==> src/rtl/led_pwm_dimmer.sv <==
// ---------------------------------------------------------------------------
// led_pwm_dimmer
//
// Dims and optionally blinks a 16-bit LED pattern with a free-running
// 16-step PWM. A prescaler divides clk into PWM ticks. Sixteen ticks make one
// PWM period. The LED pattern and the brightness/blink configuration are only
// taken up at period boundaries, so a period is never torn mid-way.
//
// Parameters
//   PRESCALE       clk cycles per PWM tick (2..65535)
//   BLINK_PERIODS  PWM periods per blink half-cycle (1..65535)
//
// Ports
//   clk           in   rising-edge clock
//   rst           in   synchronous, active-low reset
//   led_data      in   [15:0] LED pattern from the upstream register stage
//   cfg_we        in   single-cycle configuration write strobe
//   cfg_data      in   [31:0] config: [3:0] brightness, [4] blink enable
//   led_out       out  [15:0] registered dimmed/blinked LED drive
//   period_start  out  registered pulse on the first cycle of each period
//
// Handshake: cfg_we is a fire-and-forget strobe with no ready. Every cycle
// with cfg_we high is accepted, and the last write before a boundary wins.
// ---------------------------------------------------------------------------
module led_pwm_dimmer #(
  parameter int PRESCALE      = 1000,
  parameter int BLINK_PERIODS = 256
) (
  input  logic        clk,
  input  logic        rst,
  input  logic [15:0] led_data,
  input  logic        cfg_we,
  input  logic [31:0] cfg_data,
  output logic [15:0] led_out,
  output logic        period_start
);

  localparam logic [15:0] PRESC_LAST = 16'(PRESCALE - 1);
  localparam logic [15:0] BLINK_LAST = 16'(BLINK_PERIODS - 1);

  logic [15:0] presc_q, presc_d;
  logic [3:0]  pwm_cnt_q, pwm_cnt_d;
  logic [15:0] shadow_q, shadow_d;
  logic [3:0]  pend_bright_q, pend_bright_d;
  logic        pend_blink_q, pend_blink_d;
  logic [3:0]  bright_q, bright_d;
  logic        blink_en_q, blink_en_d;
  logic [15:0] per_cnt_q, per_cnt_d;
  logic        blink_phase_q, blink_phase_d;
  logic [15:0] led_out_q, led_out_d;
  logic        period_start_q, period_start_d;

  logic tick;
  logic boundary;
  logic duty_d;

  // Upper configuration bits are reserved and deliberately ignored.
  logic unused_cfg;
  assign unused_cfg = ^cfg_data[31:5];

  always_comb begin
    tick           = (presc_q == PRESC_LAST);
    boundary       = tick && (pwm_cnt_q == 4'hF);

    presc_d        = tick ? '0 : presc_q + 16'd1;
    pwm_cnt_d      = tick ? pwm_cnt_q + 4'd1 : pwm_cnt_q;
    shadow_d       = boundary ? led_data : shadow_q;

    pend_bright_d  = pend_bright_q;
    pend_blink_d   = pend_blink_q;
    if (cfg_we) begin
      pend_bright_d = cfg_data[3:0];
      pend_blink_d  = cfg_data[4];
    end

    // Taking the pending *next* value means a write landing on the boundary
    // cycle is applied to the very next period.
    bright_d       = boundary ? pend_bright_d : bright_q;
    blink_en_d     = boundary ? pend_blink_d  : blink_en_q;

    // Disabling blink forces the phase on immediately. Counting only starts
    // once blink has been active for a full period, so the first blink
    // half-cycle after enabling is a full BLINK_PERIODS long.
    per_cnt_d      = per_cnt_q;
    blink_phase_d  = blink_phase_q;
    if (!blink_en_d) begin
      per_cnt_d     = '0;
      blink_phase_d = 1'b1;
    end else if (boundary && blink_en_q) begin
      if (per_cnt_q == BLINK_LAST) begin
        per_cnt_d     = '0;
        blink_phase_d = ~blink_phase_q;
      end else begin
        per_cnt_d     = per_cnt_q + 16'd1;
      end
    end

    // The output is built from next-state values. This keeps it aligned with
    // the counters it reflects, so period_start coincides with pwm_cnt==0.
    duty_d         = (bright_d == 4'hF) || (pwm_cnt_d < bright_d);
    led_out_d      = shadow_d & {16{duty_d & blink_phase_d}};
    period_start_d = boundary;
  end

  always_ff @(posedge clk) begin
    if (!rst) begin
      presc_q        <= '0;
      pwm_cnt_q      <= '0;
      shadow_q       <= '0;
      pend_bright_q  <= 4'hF;
      pend_blink_q   <= 1'b0;
      bright_q       <= 4'hF;
      blink_en_q     <= 1'b0;
      per_cnt_q      <= '0;
      blink_phase_q  <= 1'b1;
      led_out_q      <= '0;
      period_start_q <= 1'b0;
    end else begin
      presc_q        <= presc_d;
      pwm_cnt_q      <= pwm_cnt_d;
      shadow_q       <= shadow_d;
      pend_bright_q  <= pend_bright_d;
      pend_blink_q   <= pend_blink_d;
      bright_q       <= bright_d;
      blink_en_q     <= blink_en_d;
      per_cnt_q      <= per_cnt_d;
      blink_phase_q  <= blink_phase_d;
      led_out_q      <= led_out_d;
      period_start_q <= period_start_d;
    end
  end

  assign led_out      = led_out_q;
  assign period_start = period_start_q;

endmodule

==> config.mk <==
export PLATFORM = sky130hd
export DESIGN_NAME = led_pwm_dimmer
export DESIGN_NICKNAME = d
export VERILOG_FILES = /design/src/rtl/led_pwm_dimmer.sv
export SDC_FILE = /design/constraint.sdc
export NUM_CORES = 1
export LEC_CHECK = 0
export ABC_AREA = 1
export BUFFER_PORTS_ARGS = -buffer_cell sky130_fd_sc_hd__buf_2
export CAP_MARGIN = 20
export CELL_PAD_IN_SITES_DETAIL_PLACEMENT = 2
export CELL_PAD_IN_SITES_GLOBAL_PLACEMENT = 2
export CORE_UTILIZATION = 31
export DETAILED_ROUTE_END_ITERATION = 12
export PLACE_DENSITY = 0.8
export SYNTH_ARGS = -nofsm -noshare
export SYNTH_HDL_FRONTEND = slang
export SYNTH_SLANG_ARGS = --single-unit
==> constraint.sdc <==
create_clock -name clk -period 2.9 [get_ports clk]
set_clock_uncertainty 0.1 [all_clocks]
set_input_delay 0.29 -clock clk [delete_from_list [all_inputs] [get_ports clk]]
set_output_delay 0.29 -clock clk [all_outputs]
set_load 0.005 [all_outputs]
==> flow_summary_export.csv, run 1 <==
group,metric,value,unit
run_status,outcome,"complete, no violations",
timing,rsz0062_at_grt,"false",
critical_path,cp.arrival,2770,ps
logic_synthesis,yosysSeqAreaShare,45.6,%
clock_network,cts.clk_slew.worst_paths,60,ps
critical_path,timing.rr.start,"presc_q[0]",
drt,drt_iter0_drc,83,
timing,setup_viol,0,
logic_synthesis,avgSynthCellArea,7.64,um^2
pwr,power,2.73,mW
critical_path,crit_chain,"ha_1 > inv_1 > nor2_1 > nand2_1 > nor2_2 > nand2_1 > nor2_1 > xor2_1 > inv_1 > ha_1 > nand2_1 > inv_1 > nand2_1 > nand2_1 > nand2_2 > nand2_4 > nor2_2",
critical_path,crit_end,"led_out[14]",
drt,via_per_inst,4.93,
drt,routedWlPerCell,17.1,um
critical_path,cpMostUsedCell,"nand2_1",
critical_path,cp_top_family,"simple AND/OR/NAND/NOR gates",
clock_network,cts_root_buf,"clkbuf_16",
floorplanning,core_area,10900,um^2
logic_synthesis,synth_top_area_share,45.6,%
finish,layout-drive-gt1-share,20.0,%
critical_path,crit_buf_inv,3,
floorplanning,dieArea,11700,um^2
critical_path,cp_slowest_cell,"dfxtp_1",
critical_path,setup.worst_path.start_class,"register",
timing,worst_pin_slew,590,ps
timing,tns,0,ps
pwr,power_density,636,nW/um^2
global_routing,antenna_found_initial,0,
critical_path,r2r_cells,17,
critical_path,path_class,"reg -> reg",
clock_network,cts_hold_buf,0,
global_routing,gr-total-overflow,0,
timing,slew_headroom,60.6,%
placed_design,gp_congestion,0.797,
critical_path,end_kind,"register",
logic_synthesis,synthTopCellsByArea,"dfxtp_1 (46%), nand2_1 (8.2%), inv_1 (7.2%)",
placed_design,port-buffer-count,40,
clock_network,htree_num_levels,3,
logic_synthesis,yosysWarningCount,0,
critical_path,critical-path-max-stage-delay,350,ps
logic_synthesis,synth.distinct_cells,38,
floorplanning,ios,68,
drt,firstDrtPassIters,4,
floorplanning,num_rows,38,
logic_synthesis,syn_nets,516,
critical_path,startpoint,"presc_q[0]",
floorplanning,die_w,108,um
global_routing,grt_use_total,20.1,%
logic_synthesis,syn_area,3510,um^2
finish,nets,563,
drt,ant_nets,0,
worst_hold_path,hp-class,"in -> reg",
clock_network,numCtsBuffers,9,
logic_synthesis,synth_top_area_cell,"dfxtp_1",
timing,period_needed,2640,ps
floorplanning,start_util,32.1,%
timing,timing.final.crit_share,91.2,%
floorplanning,die_h,108,um
timing,fmax,0.378,GHz
clock_network,cts.path.max_buffers,2,
drt,drc,0,
finish,antenna_cells,0,
logic_synthesis,ys_ff_latch,80,
pwr,ir_worst_vdd,309,uV
placed_design,hpwl,7.35,mm
critical_path,rrSetupSlack,260,ps
clock_network,cts-resized-gates,0,
logic_synthesis,syn_inst,459,
global_routing,grt_pass1_vias,3597,
critical_path,rr_endpoint,"led_out[14]",
clock_network,cts_num_sinks,80,
global_routing,grt_pass1_wl,17.8,mm
critical_path,path_depth,17,
finish,syn2layout_area_growth,22.2,%
critical_path,required,3020,ps
clock_network,clk_latency,340,ps
global_routing,grt_max_degree,19,
run,maxCapViolations,0,
timing,timing.final.max_slew_violations,0,
timing,hold_viol_final,0,
clock_network,cts_tree,"done",
critical_path,crit_path_max_fanout,8,
drt,vias,3203,
drt,detail_route.wirelength,11.1,mm
clock_network,post_cts_buffers,0,
pwr,p_leak,1.98,nW
## state kept, by name, summed over array words and instances (netlist names)
signal,flops
pwm_cnt_q,4
blink_phase_q,1
period_start,1
blink_en_q,1
per_cnt_q,16
pend_blink_q,1
presc_q,16
shadow_q,16
pend_bright_q,4
led_out,16
bright_q,4
## cells by family after synthesis
logic type / Yosys count / synth area share, %
simple gates: 230 / 31.1
buf+inv: 82 / 9.52
flops: 80 / 45.6
compound gates: 49 / 8.49
xor+xnor: 8 / 2.00
fa+ha+maj: 6 / 2.14
mux: 4 / 1.14
## layout by cell type, fill, tap and decap left out, types with 2 or more instances in the layout
master     count
a21oi_1       17
a31oi_1        2
and3_1         3
buf_2         40
buf_4          5
bufinv_16      6
clkbuf_16      9
dfxtp_1       80
ha_1           6
inv_1         67
inv_2          3
mux2i_1        4
nand2_1       76
nand2_2        3
nand2_4        2
nand3_1       24
nand4_1        9
nor2_1        57
nor2_2        13
nor2_4         2
nor3_1        16
nor3b_1        4
nor4_1         5
o211ai_1      13
o21a_1         2
o21ai_0        9
o21ai_1        2
o21ai_2        2
o21bai_1       2
or2_2         13
xnor2_1        2
xor2_1         5
## stage by stage
stage / util (%) / std cells / setup slack, ps / hold slack, ps / area [um^2]
detailed placement: 35.3 / 634 / 179 / 344 / 3860
CTS: 39.0 / 649 / 38.9 / 95.7 / 4260
global placement: 35.3 / 634 / 304 / 330 / 3860
floorplan: - / 459 / 534 / 316 / 3510
finish: 39.2 / 650 / 255 / 97.7 / 4290
global route: 39.2 / 650 / 49.5 / 110 / 4290
## where the power goes
group	internal (mW)	total (mW)	switching, mW
sequential	1.11	1.11	0.00431
clock	1.10	1.56	0.467
combinational	0.0202	0.0514	0.0311
## Yosys cell counts, drive strengths merged
| cell type | count |
|---|---|
| dfxtp | 80 |
| nand2 | 80 |
| nor2 | 72 |
| inv | 70 |
| nand3 | 25 |
| a21oi | 17 |
| nor3 | 17 |
| o211ai | 13 |
| o21ai | 13 |
| or2 | 13 |
| nand4 | 9 |
| clkbuf | 7 |
| ha | 6 |
| xor2 | 6 |
| nor4 | 5 |
| mux2i | 4 |
| nor3b | 4 |
| and3 | 3 |
| buf | 3 |
| a31oi | 2 |
| clkinv | 2 |
| o21a | 2 |
| o21bai | 2 |
| xnor2 | 2 |
| and3b | 1 |
| nand3b | 1 |
## final cells by class
class,instances,area [um^2]
Clock buffer,9,225
Clock inverter,6,180
Fill cell,1269,6650
Inverter,72,272
Multi-Input combinational cell,298,1600
Sequential cell,80,1600
Tap cell,140,175
Timing Repair Buffer,45,238
## worst min-delay path by stage
stage	endpoint	depth (start not counted)	from
floorplan	pend_bright_q[0]	2	cfg_data[0]
global placement	presc_q[0]	1	presc_q[0]
detailed placement	presc_q[0]	1	presc_q[0]
CTS	pend_bright_q[3]	3	cfg_data[3]
global route	pend_bright_q[2]	3	cfg_data[2]
finish	pend_bright_q[3]	3	cfg_data[3]
## routing by layer
layer | GRT usage [%] | routed length [um] | share of wire (%)
met1 | 21.4 | 4570 | 41
met2 | 38.0 | 6030 | 54
met3 | 5.06 | 247 | 2.2
met4 | 7.14 | 267 | 2.4
met5 | 0 | 0 | 0
## worst reg2reg max path, delay by kind of cell (launching register included)
| family | cells | cell delay, ps |
|---|---|---|
| and+or+nand+nor | 11 | 1190 |
| adders and majority gates | 2 | 490 |
| DFF | 1 | 350 |
| buffers and inverters | 3 | 200 |
| xor gates and xnor gates | 1 | 200 |
(Power assumes the default switching activity.)
==> run 2: changes to the inputs <==
- PLACE_DENSITY: 0.8 -> not set
- PLACE_DENSITY_LB_ADDON: not set -> 0.1
==> run 2 against run 1 <==
Compared with the run above: wire length down 15%; sequential share of layout area up 0.82 points; die area unchanged; global-route usage down 2.4 points; core utilization down 0.85 points; register-to-register slack better by 90 ps; critical path depth down 2; sequential power about the same; fmax up 3.3%; first-iteration DRC count up 20%; critical endpoint is now led_out[1].
==> flow_summary_export.csv, run 2 (synthesized netlist as in run 1, its figures left out) <==
group,metric,value,unit
critical_path,required,3080,ps
pwr,power,2.37,mW
clock_network,cts.clk_slew.worst_paths,60,ps
critical_path,timing.rr.start,"presc_q[0]",
pwr,p_leak,1.94,nW
worst_hold_path,hp-class,"in -> reg",
finish,antenna_cells,0,
placed_design,gp_congestion,0.746,
drt,met1_length,4.16,mm
global_routing,grt_pass1_vias,3334,
finish,layout_commonest_cell,"dfxtp_1",
global_routing,grt_pass1_wl,15.8,mm
critical_path,path_class,"reg -> reg",
floorplanning,ios,68,
finish,nets,563,
timing,tns,0,ps
placed_design,dpl_cell_area,3870,um^2
clock_network,cts_tree,"done",
placed_design,dp.cells,635,
drt,firstDrtPassIters,4,
floorplanning,die_w,108,um
worst_hold_path,hp-start,"cfg_data[2]",
clock_network,cts_num_sinks,80,
critical_path,cp.arrival,2740,ps
clock_network,cts-resized-gates,0,
pwr,power_density,564,nW/um^2
placed_design,hpwl,6.93,mm
finish,syn2layout_area_growth,19.6,%
drt,routed.top_layer,"met4",
clock_network,htree_num_levels,3,
timing,holdWs,75.8,ps
clock_network,cts_hold_buf,0,
global_routing,antenna_found_initial,0,
timing,timing.final.crit_share,88.3,%
timing,rsz0062_at_grt,"false",
global_routing,grt_max_degree,19,
clock_network,numCtsBuffers,9,
critical_path,setup.worst_path.start_class,"register",
clock_network,clk_latency,350,ps
global_routing,gr-total-overflow,0,
run,maxCapViolations,0,
critical_path,startpoint,"presc_q[0]",
run_status,outcome,"complete, no violations",
global_routing,grt_use_total,17.7,%
drt,met3WireLength,213,um
clock_network,post_cts_buffers,0,
drt,via_per_inst,4.76,
timing,timing.final.max_slew_violations,0,
finish,layout-drive-gt1-share,19.8,%
critical_path,rrSetupSlack,340,ps
timing,hold_viol_final,0,
finish,final_cell_mix,"dfxtp_1 (80), nand2_1 (76), inv_1 (67)",
floorplanning,start_util,32.1,%
drt,drc,0,
timing,period_needed,2560,ps
clock_network,cts_root_buf,"clkbuf_16",
floorplanning,num_rows,38,
timing,fmax,0.391,GHz
floorplanning,die_h,108,um
drt,drt_iter0_drc,100,
floorplanning,core_area,10900,um^2
drt,wl_met2,4.97,mm
critical_path,crit_path_max_fanout,16,
critical_path,end_kind,"register",
drt,ant_nets,0,
timing,setup_viol,0,
finish,stdcell_count,651,
drt,routedWlPerCell,14.6,um
pwr,ir_worst_vdd,359,uV
placed_design,port-buffer-count,40,
drt,detail_route.wirelength,9.49,mm
timing,worst_pin_slew,623,ps
clock_network,cts.path.max_buffers,2,
finish,finalInstanceArea,4200,um^2
drt,vias,3100,
floorplanning,dieArea,11700,um^2
timing,slew_headroom,58.4,%
==> run 2: layer usage <==
metal  up-vias  global-route usage, %
met5         -                      0
met4         0                   6.85
met3        10                   4.34
met2        22                   31.9
met1      1510                   19.9
li1       1558                      -
==> run 2: report_power, final <==
part	internal, mW	total, mW	switching (mW)
combinational	0.0201	0.0502	0.0301
clock	0.705	1.21	0.503
sequential	1.11	1.11	0.00410
total	1.83	2.37	0.537
==> run 2: layout make-up <==
cell class	count	area, um^2
Fill cell	1307	6740
Timing Repair Buffer	46	245
Inverter	72	272
Multi-Input combinational cell	297	1590
Sequential cell	80	1600
Clock inverter	6	73.8
Tap cell	140	175
Clock buffer	10	239
==> run 2: path summary, 6_finish.rpt <==
kind                           end  cells past startpoint
setup / recovery        led_out[1]                     15
hold / removal    pend_bright_q[2]                      3
setup reg to reg        led_out[1]                     15
hold reg to reg         presc_q[0]                      1
==> run 2: per-stage QoR <==
stage          setup slack (ps)  utilization (%)
6_report                    340             38.4
5_1_grt                    61.8             38.4
4_1_cts                     139             38.2
3_5_place_dp                184             35.4
3_3_place_gp                249             35.4
2_1_floorplan               534                -
==> run 2: critical path, cell delays in order (launching register included) <==
cell and delay (ps):
dfxtp_1 350, ha_1 200, inv_1 80, nor2_1 90
nand2_1 110, nor2_4 150, nand2_1 100, nor2_1 130
xor2_1 190, inv_1 60, ha_1 290, a21oi_1 170
nand2_1 80, nand2_2 120, nand2_8 130, nor2_1 120
